File: src/rtl/spike_sched_pkg.sv
`default_nettype none
// ============================================================================
//  Module   : spike_sched_pkg
//  Purpose  : Shared types and default widths for the spike tick scheduler.
//             The FSM state encoding, the latched run configuration record
//             and the default bus widths live here so the scheduler and its
//             profiling helper agree on them.
//  Ports    : none (package)
//  Revision : 1.0 - initial release
// ============================================================================
package spike_sched_pkg;

  localparam int SCHED_TICK_W = 8;   // tick bus width of the spike core
  localparam int SCHED_GAP_W  = 8;   // inter-tick idle gap counter width
  localparam int SCHED_PROF_W = 32;  // profiling counter width

  typedef enum logic [2:0] {
    ST_IDLE    = 3'd0,
    ST_RUN     = 3'd1,
    ST_DRAIN   = 3'd2,
    ST_GAP     = 3'd3,
    ST_ADVANCE = 3'd4,
    ST_FINISH  = 3'd5
  } sched_state_e;

  // Run configuration captured on an accepted start.
  typedef struct packed {
    logic [SCHED_TICK_W:0]   num_ticks;
    logic [SCHED_GAP_W-1:0]  tick_gap;
  } sched_cfg_t;

endpackage
`default_nettype wire

File: src/rtl/spike_tick_prof.sv
`default_nettype none
// ============================================================================
//  Module   : spike_tick_prof
//  Purpose  : Saturating profiling counters for the tick scheduler.
//             tick_cycles_o holds the length (RUN entry to DRAIN exit) of the
//             most recently completed tick; run_cycles_o counts the active
//             cycles of the current/last run. Both clear on clr_i.
//  Ports    : CLK, RSTN        clock, async active-low reset
//             clr_i            clear all counters (accepted start)
//             tick_en_i        current tick is in RUN or DRAIN
//             tick_end_i       DRAIN exit of the current tick
//             run_en_i         run in progress (not IDLE, not FINISH)
//             tick_cycles_o    last completed tick length
//             run_cycles_o     run length
//  Revision : 1.0 - initial release
// ============================================================================
module spike_tick_prof #(
  parameter int PROF_W = 32
) (
  input  logic              CLK,
  input  logic              RSTN,
  input  logic              clr_i,
  input  logic              tick_en_i,
  input  logic              tick_end_i,
  input  logic              run_en_i,
  output logic [PROF_W-1:0] tick_cycles_o,
  output logic [PROF_W-1:0] run_cycles_o
);

  localparam logic [PROF_W-1:0] C_SAT_MAX = '1;

  function automatic logic [PROF_W-1:0] sat_inc(input logic [PROF_W-1:0] v);
    return (v == C_SAT_MAX) ? v : v + PROF_W'(1);
  endfunction

  logic [PROF_W-1:0] cur_q, cur_d;
  logic [PROF_W-1:0] tick_cycles_q, tick_cycles_d;
  logic [PROF_W-1:0] run_cycles_q, run_cycles_d;

  always_comb begin
    cur_d         = cur_q;
    tick_cycles_d = tick_cycles_q;
    run_cycles_d  = run_cycles_q;
    if (clr_i) begin
      cur_d         = '0;
      tick_cycles_d = '0;
      run_cycles_d  = '0;
    end else begin
      if (run_en_i) begin
        run_cycles_d = sat_inc(run_cycles_q);
      end
      // The exit cycle itself belongs to the tick being closed.
      if (tick_end_i) begin
        tick_cycles_d = sat_inc(cur_q);
        cur_d         = '0;
      end else if (tick_en_i) begin
        cur_d = sat_inc(cur_q);
      end
    end
  end

  always_ff @(posedge CLK or negedge RSTN) begin
    if (!RSTN) begin
      cur_q         <= '0;
      tick_cycles_q <= '0;
      run_cycles_q  <= '0;
    end else begin
      cur_q         <= cur_d;
      tick_cycles_q <= tick_cycles_d;
      run_cycles_q  <= run_cycles_d;
    end
  end

  assign tick_cycles_o = tick_cycles_q;
  assign run_cycles_o  = run_cycles_q;

endmodule
`default_nettype wire

File: src/rtl/spike_tick_scheduler.sv
`default_nettype none
// ============================================================================
//  Module   : spike_tick_scheduler
//  Purpose  : Sequences the spike core through a TTFS inference run:
//             IDLE -> RUN -> DRAIN -> [GAP] -> ADVANCE -> RUN ... -> FINISH.
//             Each tick runs until the spike core reports done, then waits
//             for the spike FIFO to empty and the neuron core to go idle,
//             idles tick_gap cycles and strobes next_tick. After the last
//             tick a done pulse is issued and a sticky irq is raised.
//  Ports    : CLK, RSTN            clock, async active-low reset
//             start_i / abort_i    run control pulses (abort has priority)
//             num_ticks_i          ticks per run, latched on accepted start
//             tick_gap_i           idle gap cycles, latched on accepted start
//             spikecore_done_i     spike core finished current tick
//             spikecore_empty_i    spike FIFO empty
//             neuron_busy_i        neuron core still processing
//             irq_clr_i            clears irq_o (a same-cycle set wins)
//             spikecore_working_o  spike core enable
//             tick_o               current tick
//             next_tick_o          one-cycle tick advance strobe
//             busy_o / done_o      run active / completion pulse
//             irq_o                sticky completion interrupt
//             tick_cycles_o, run_cycles_o   (TICK_PROFILE_EN only)
//  Config   : define TICK_PROFILE_EN to add the profiling counters.
//  Revision : 1.0 - initial release
// ============================================================================
module spike_tick_scheduler
  import spike_sched_pkg::*;
#(
  parameter int TICK_W = SCHED_TICK_W,
  parameter int GAP_W  = SCHED_GAP_W
`ifdef TICK_PROFILE_EN
  ,
  parameter int PROF_W = SCHED_PROF_W
`endif
) (
  input  logic              CLK,
  input  logic              RSTN,
  input  logic              start_i,
  input  logic              abort_i,
  input  logic [TICK_W:0]   num_ticks_i,
  input  logic [GAP_W-1:0]  tick_gap_i,
  input  logic              spikecore_done_i,
  input  logic              spikecore_empty_i,
  input  logic              neuron_busy_i,
  input  logic              irq_clr_i,
  output logic              spikecore_working_o,
  output logic [TICK_W-1:0] tick_o,
  output logic              next_tick_o,
  output logic              busy_o,
  output logic              done_o,
  output logic              irq_o
`ifdef TICK_PROFILE_EN
  ,
  output logic [PROF_W-1:0] tick_cycles_o,
  output logic [PROF_W-1:0] run_cycles_o
`endif
);

  sched_state_e      state_q, state_d;
  sched_cfg_t        cfg_q, cfg_d;
  logic [TICK_W-1:0] tick_q, tick_d;
  logic [GAP_W-1:0]  gap_cnt_q, gap_cnt_d;
  logic              working_q, working_d;
  logic              next_tick_q, next_tick_d;
  logic              busy_q, busy_d;
  logic              done_q, done_d;
  logic              irq_q, irq_d;

  logic              w_start_ok;
  logic              w_drain_exit;
  logic [TICK_W:0]   w_last_idx;
  logic              w_last_tick;
  logic              w_gap_zero;

  // num_ticks is never 0 outside IDLE/FINISH, so the subtraction cannot
  // underflow while it matters.
  assign w_last_idx  = (TICK_W+1)'(cfg_q.num_ticks) - (TICK_W+1)'(1);
  assign w_last_tick = ({1'b0, tick_q} == w_last_idx);
  assign w_gap_zero  = (cfg_q.tick_gap == '0);

  always_comb begin
    state_d      = state_q;
    cfg_d        = cfg_q;
    tick_d       = tick_q;
    gap_cnt_d    = gap_cnt_q;
    irq_d        = irq_q;
    w_start_ok   = 1'b0;
    w_drain_exit = 1'b0;

    if (irq_clr_i) begin
      irq_d = 1'b0;
    end

    if (abort_i) begin
      // Abort also swallows a coincident start in IDLE; tick_o is kept.
      state_d = ST_IDLE;
    end else begin
      case (state_q)
        ST_IDLE: begin
          if (start_i) begin
            w_start_ok      = 1'b1;
            cfg_d.num_ticks = (SCHED_TICK_W+1)'(num_ticks_i);
            cfg_d.tick_gap  = SCHED_GAP_W'(tick_gap_i);
            tick_d          = '0;
            state_d         = (num_ticks_i == '0) ? ST_FINISH : ST_RUN;
          end
        end
        ST_RUN: begin
          if (spikecore_done_i) begin
            state_d = ST_DRAIN;
          end
        end
        ST_DRAIN: begin
          if (spikecore_empty_i && !neuron_busy_i) begin
            w_drain_exit = 1'b1;
            if (w_last_tick) begin
              state_d = ST_FINISH;
            end else if (w_gap_zero) begin
              state_d = ST_ADVANCE;
            end else begin
              gap_cnt_d = GAP_W'(cfg_q.tick_gap);
              state_d   = ST_GAP;
            end
          end
        end
        ST_GAP: begin
          // Loaded with tick_gap, leaves on 1: exactly tick_gap GAP cycles.
          if (gap_cnt_q <= GAP_W'(1)) begin
            state_d = ST_ADVANCE;
          end else begin
            gap_cnt_d = gap_cnt_q - GAP_W'(1);
          end
        end
        ST_ADVANCE: begin
          tick_d  = tick_q + TICK_W'(1);
          state_d = ST_RUN;
        end
        ST_FINISH: begin
          irq_d   = 1'b1;
          state_d = ST_IDLE;
        end
        default: begin
          state_d = ST_IDLE;
        end
      endcase
    end

    // Outputs are registered decodes of the next state, so they line up
    // with the state they describe. done trails FINISH by one cycle.
    working_d   = (state_d == ST_RUN);
    next_tick_d = (state_d == ST_ADVANCE);
    busy_d      = (state_d != ST_IDLE);
    done_d      = (state_q == ST_FINISH) && !abort_i;
  end

  always_ff @(posedge CLK or negedge RSTN) begin
    if (!RSTN) begin
      state_q     <= ST_IDLE;
      cfg_q       <= '0;
      tick_q      <= '0;
      gap_cnt_q   <= '0;
      working_q   <= 1'b0;
      next_tick_q <= 1'b0;
      busy_q      <= 1'b0;
      done_q      <= 1'b0;
      irq_q       <= 1'b0;
    end else begin
      state_q     <= state_d;
      cfg_q       <= cfg_d;
      tick_q      <= tick_d;
      gap_cnt_q   <= gap_cnt_d;
      working_q   <= working_d;
      next_tick_q <= next_tick_d;
      busy_q      <= busy_d;
      done_q      <= done_d;
      irq_q       <= irq_d;
    end
  end

  assign spikecore_working_o = working_q;
  assign tick_o              = tick_q;
  assign next_tick_o         = next_tick_q;
  assign busy_o              = busy_q;
  assign done_o              = done_q;
  assign irq_o               = irq_q;

`ifdef TICK_PROFILE_EN
  spike_tick_prof #(
    .PROF_W (PROF_W)
  ) u_prof (
    .CLK           (CLK),
    .RSTN          (RSTN),
    .clr_i         (w_start_ok),
    .tick_en_i     ((state_q == ST_RUN) || (state_q == ST_DRAIN)),
    .tick_end_i    (w_drain_exit),
    .run_en_i      ((state_q != ST_IDLE) && (state_q != ST_FINISH)),
    .tick_cycles_o (tick_cycles_o),
    .run_cycles_o  (run_cycles_o)
  );
`endif

endmodule
`default_nettype wire

File: config.mk
export PLATFORM = sky130hd
export DESIGN_NAME = spike_tick_scheduler
export DESIGN_NICKNAME = d
export VERILOG_FILES = /design/src/rtl/spike_sched_pkg.sv /design/src/rtl/spike_tick_prof.sv /design/src/rtl/spike_tick_scheduler.sv
export SDC_FILE = /design/constraint.sdc
export NUM_CORES = 1
export LEC_CHECK = 0
export ABC_AREA = 1
export BUFFER_PORTS_ARGS = -buffer_cell sky130_fd_sc_hd__buf_2
export CORE_UTILIZATION = 56
export DETAILED_ROUTE_END_ITERATION = 8
export PLACE_DENSITY = 0.79
export SYNTH_ARGS = -nofsm -noshare
export SYNTH_HDL_FRONTEND = slang
export SYNTH_SLANG_ARGS = --single-unit
File: constraint.sdc
create_clock -name CLK -period 2.1 [get_ports CLK]
set_input_delay 0.105 -clock CLK [delete_from_list [all_inputs] [get_ports CLK]]
set_output_delay 0.105 -clock CLK [all_outputs]
set_load 0.03 [all_outputs]
# After elaboration in Yosys (flattened, before gate mapping)
# Index checks and enable logic that the tools add are counted.
dict set report word_totals {
  reg_bits 41
  latch_bits 0
  output_inout_bits 13
  ram_bits 0
  romBits 0
  input_bits 25
  n_memories 0
  elab_cells 60
}
dict set report classes {
  order_cmp 1
  n_shift 0
  mux 19
  add_sub_neg 3
  eq_ne 13
  bitwise 1
  multipliers 0
  n_div 0
  n_reduce_logical 13
}
# cell n
set ops {}
lappend ops {{$mux W8} 5}
lappend ops {{$pmux W8 S2} 2}
lappend ops {{$mux W3} 8}
lappend ops {{$pmux W3 S5} 1}
lappend ops {{$ne A2 B2 Y1 const B} 5}
lappend ops {{$eq A3 B3 Y1 const B} 3}
lappend ops {{$eq A8 B9 Y1} 1}
lappend ops {{$logic_not A9 Y1} 1}
lappend ops {{$sub A9 B1 Y9 const B} 1}
lappend ops {{$add A8 B1 Y8 const B} 1}
lappend ops {{$le A8 B1 Y1 const B} 1}
lappend ops {{$logic_not A8 Y1} 1}
lappend ops {{$sub A8 B1 Y8 const B} 1}
lappend ops {{$eq A3 B1 Y1 const B} 2}
lappend ops {{$eq A3 B2 Y1 const B} 2}
lappend ops {{$reduce_and A3 Y1} 2}
lappend ops {{$reduce_and A6 Y1} 1}
lappend ops {{$reduce_bool A2 Y1} 2}
lappend ops {{$logic_not A3 Y1} 1}
lappend ops {{$mux W1} 3}
lappend ops {{$reduce_bool A3 Y1} 1}
lappend ops {{$logic_and A1 B1 Y1} 2}
lappend ops {{$logic_not A1 Y1} 2}
lappend ops {{$not A1 Y1} 1}

# Logic depth before layout (Yosys ltp)
dict set report logic_depth {
  ltp_word 7
  ltp_mapped 17
  ltp_nobuf 17
}

# Worst setup path after synthesis
# OpenSTA, ideal clock, no wires.
dict set report synth_path {
  path_type {register -> register}
  from {register cfg_q[8] (netlist bit)}
  to {register gap_cnt_q[4]}
  stages_incl_launch_ff 16
  period_less_slack_ps 1783
  setup_time_ps 119
  required_ps 1981
  path_buffers 1
  setup_slack_ps 317
  arrival_time_ps 1664
  cell_sequence {dfrtp_1 inv_2 ha_1 nand2_1 inv_1 nor2_1 nand2_1 nor2_1 nand3_1 nor2_2 nand4_1 nand2_2 inv_2 buf_6 nand2_1 o21ai_2}
}
dict set report synth_between {
  elab_chain_len 4
}
# item line_no
set synth_rtl {}
lappend synth_rtl {{from (decl)} spike_tick_scheduler.sv:61} ;# sched_cfg_t cfg_q, cfg_d;
lappend synth_rtl {{from (signal assigned)} spike_tick_scheduler.sv:170} ;# cfg_q <= cfg_d;
lappend synth_rtl {{$sub A9 B1 Y9} spike_tick_scheduler.sv:78} ;# assign w_last_idx = (TICK_W+1)'(cfg_q.num_ticks) - (TICK_W+1)'(1);
lappend synth_rtl {{$eq A8 B9 Y1} spike_tick_scheduler.sv:79} ;# assign w_last_tick = ({1'b0, tick_q} == w_last_idx);
lappend synth_rtl {{$ne A2 B2 Y1 (no line)} n/a}
lappend synth_rtl {{$reduce_and A6 Y1 (no line)} n/a}
lappend synth_rtl {{to (signal assigned)} spike_tick_scheduler.sv:172} ;# gap_cnt_q <= gap_cnt_d;
lappend synth_rtl {{to (decl)} spike_tick_scheduler.sv:63} ;# logic [GAP_W-1:0] gap_cnt_q, gap_cnt_d;
# Every way passes these cells.
# A chain may end at the register's enable or synchronous reset.

# Worst setup path after layout
dict set report layout_path {
  from {register cfg_q[8] (netlist bit)}
  to {register gap_cnt_q[1]}
}
# Same word-level chain as after synthesis.

==> results.md <==
- Largest net degree at the start of global routing: 42
- LEAKAGE: 0.00146 uW
- DP Worst Slack: 183 ps
- Status: complete, no violations
- FMAX: 520 MHz
- Final setup viols: 0
- Max IR drop VDD: 0.474 mV
- Clock Latency Late Sink: 300 ps
- Total of flip-flops plus latches after synthesis: 41
- Area grow syn2layout: 15.3%
- Cells after Synth: 327
- Root Driver: clkbuf_8
- Synthesis Warnings: 0
- Initial DRC Count: 153
- WL/cell: 12.1 um
- Hold depth: 3
- Num Clock Sinks: 41
- Worst-path maximum fanout: 14
- Initial Util: 59.5%
- Leading area contributor after synthesis: dfrtp_1
- Layout cells sized above 1: 23.6%
- Drt pass-1 iters: 4
- I/O Buffers: 37
- H-tree depth: 2
- Final Slew Violations: 0
- CTS tree: yes
- Synth Area per Inst: 7.38 um^2
- Count of final hold-check violations: 0
- Hold Crit Start: tick_gap_i[6]
- Routed Antenna Nets: 0
- Initial antenna violation count: 0
- Leading cell types in the layout, fill and taps excluded: nand2_1, inv_1, dfrtp_1, buf_2, nor2_1
- Post-synth ARST share: 100%
- Final Cycle Share: 91.6%
- Via count: 2184
- GRT overflow: 0
- Hold Path Class: input port to flop
- DRC Markers: 0
- Total track usage: 26.3%
- Hold Path Sink: cfg_q[6]
- DIE AREA: 0.00458 mm^2
- Critical R2R Launch: cfg_q[8]
- Hold_ws: 6.15 ps
- Setup ws final: 177 ps
- Antenna fix cells: 0
- Synth Net Count: 356
- Share of the synthesized area in the top cell type: 42.5%
- Number of global-route vias before repair: 2011
- Worst setup EP type: flop
- FF-to-FF End: gap_cnt_q[1]
- Synth Flop Type: dfrtp_1
- FILL cells: 350
- Synth area leaders: dfrtp_1, nand2_1, inv_1
- Area of the core: 0.00406 mm^2
- Via-to-Cell Ratio: 5.16
- Setup Crit Path Kind: flop to flop
- First-pass GRT wire length: 8800 um
- R2R Setup Slk: 180 ps
- Least-Margin Pin Slew: 880 ps
- Site Rows: 23
- PwrDens: 866 mW/mm^2
- Startpoint types: flop
- Clk slew on worst S/H paths: 70 ps
- Max_cap viols: 0
- Routed wire length: 5110 um
- Die H: 67.7 um
- Core Util, Final: 68.6%
- Hpwl dp: 3860 um
- Worst-case reg-to-reg path depth: 14
- Routability cong.: 0.913
- Deepest clock path buffer count: 2
- Tot Pwr: 2410 uW
- Sequential area share after synthesis: 42.5%
- Most common cell after layout, fill and taps aside: nand2_1
- Post-route cell area: 0.00279 mm^2
- CTS buffer count: 5
- Post-synth EDFFs: 0
- Fin crit period: 1920 ps
- Worst relative slew slack: 41.3%
- Nets: 402
- Die Wd: 67.7 um
- CP Data Arrival Time: 2100 ps
- Clock skew: 5.27 ps
- IO Pins: 38
- Cell Area, Placed: 0.00266 mm^2
- Worst EP required: 2280 ps
- Number of library cell types mapped by synthesis: 32
- Syn Std Cell Area: 0.00241 mm^2
## metrics by stage
stage / instances / setup TNS (ps)
final: 423 / 0
after floorplan: 327 / 0
after global routing: 423 / -23.3
after detailed placement: 412 / 0
after global placement: 412 / 0
after CTS: 421 / 0
## synthesized netlist by cell type, types with 2 or more instances
master    instances
o211ai_1          2
o21ai_0          24
dfrtp_1          41
nand2_1          87
inv_1            44
nor2_4            2
o22ai_1           2
nand2_2           6
inv_2            10
nand4_1           2
o21ai_2           7
ha_1              4
nor2_2            7
clkbuf_1          3
xor2_1            3
nand3_2           2
nor3_2            2
a21oi_1          12
o21ai_1           4
nand3_1          18
nor3_1            7
nor2_1           28
## per-layer routing
metal | GRT usage, % | part of all wire (%) | vias up
li1 | - | - | 1126
met1 | 35.2 | 49 | 1008
met2 | 41.7 | 45 | 43
met3 | 4.39 | 3.9 | 7
met4 | 11.2 | 1.9 | 0
met5 | 0 | 0 | -
## cell families (layout without fill, tap and decap cells)
logic type / after synthesis / count (layout) / share of synthesized area, %
AO/OA/AOI/OAI: 53 / 53 / 12.6
XOR/XNOR: 4 / 4 / 1.45
adder cells (fa/ha/maj): 4 / 4 / 2.07
buffers and inverters: 60 / 106 / 9.69
flip-flops: 41 / 41 / 42.5
AND/OR/NAND/NOR: 165 / 165 / 31.7
## how the worst max path moves through the flow
stage | end | cells past startpoint | start | slack, ps
global placement | gap_cnt_q[0] | 14 | cfg_q[8] | 250
finish | gap_cnt_q[1] | 14 | cfg_q[8] | 180
global route | gap_cnt_q[1] | 14 | cfg_q[9] | -10
floorplan | gap_cnt_q[4] | 15 | cfg_q[8] | 320
CTS | gap_cnt_q[1] | 14 | cfg_q[8] | 160
detailed placement | gap_cnt_q[0] | 14 | cfg_q[8] | 180
## cell type report
cell class,count,area [um^2],area share [%]
clock buffer,7,86.3,3.10
tap,50,62.6,2.25
timing repair buffer,44,243,8.72
inverter,55,206,7.41
sequential,41,1030,36.8
multi-input combinational,226,1160,41.7
## power by group
group	total, uW	internal [uW]	switching (uW)	leakage (uW)
Combinational	807	307	500	0.000895
Sequential	1080	951	127	0.000524
Clock	527	261	266	0.0000443
## flip-flops by register name, summed over array words and instances, names as in the netlist
signal / flops
irq_o: 1
gap_cnt_q: 8
busy_o: 1
cfg_q: 17
done_o: 1
spikecore_working_o: 1
next_tick_o: 1
state_q: 3
tick_o: 8
## timing repair
action,4_1_cts,5_1_grt
hold buffers,2,0
resized for setup,0,1
endpoints found under the hold margin,42,0
endpoints found under the setup margin,0,4
setup buffers,0,2
## critical path: stages (launching register included)
cell,delay [ps]
dfrtp_1,360
inv_2,60
ha_1,300
nand2_1,70
inv_1,30
nor2_1,70
nand2_1,50
nor2_1,90
nand3_1,80
nor2_2,120
nand4_1,110
nand2_2,110
inv_2,120
o211ai_1,130
o21ai_2,80
No activity file was read; power rests on OpenSTA's default activity.
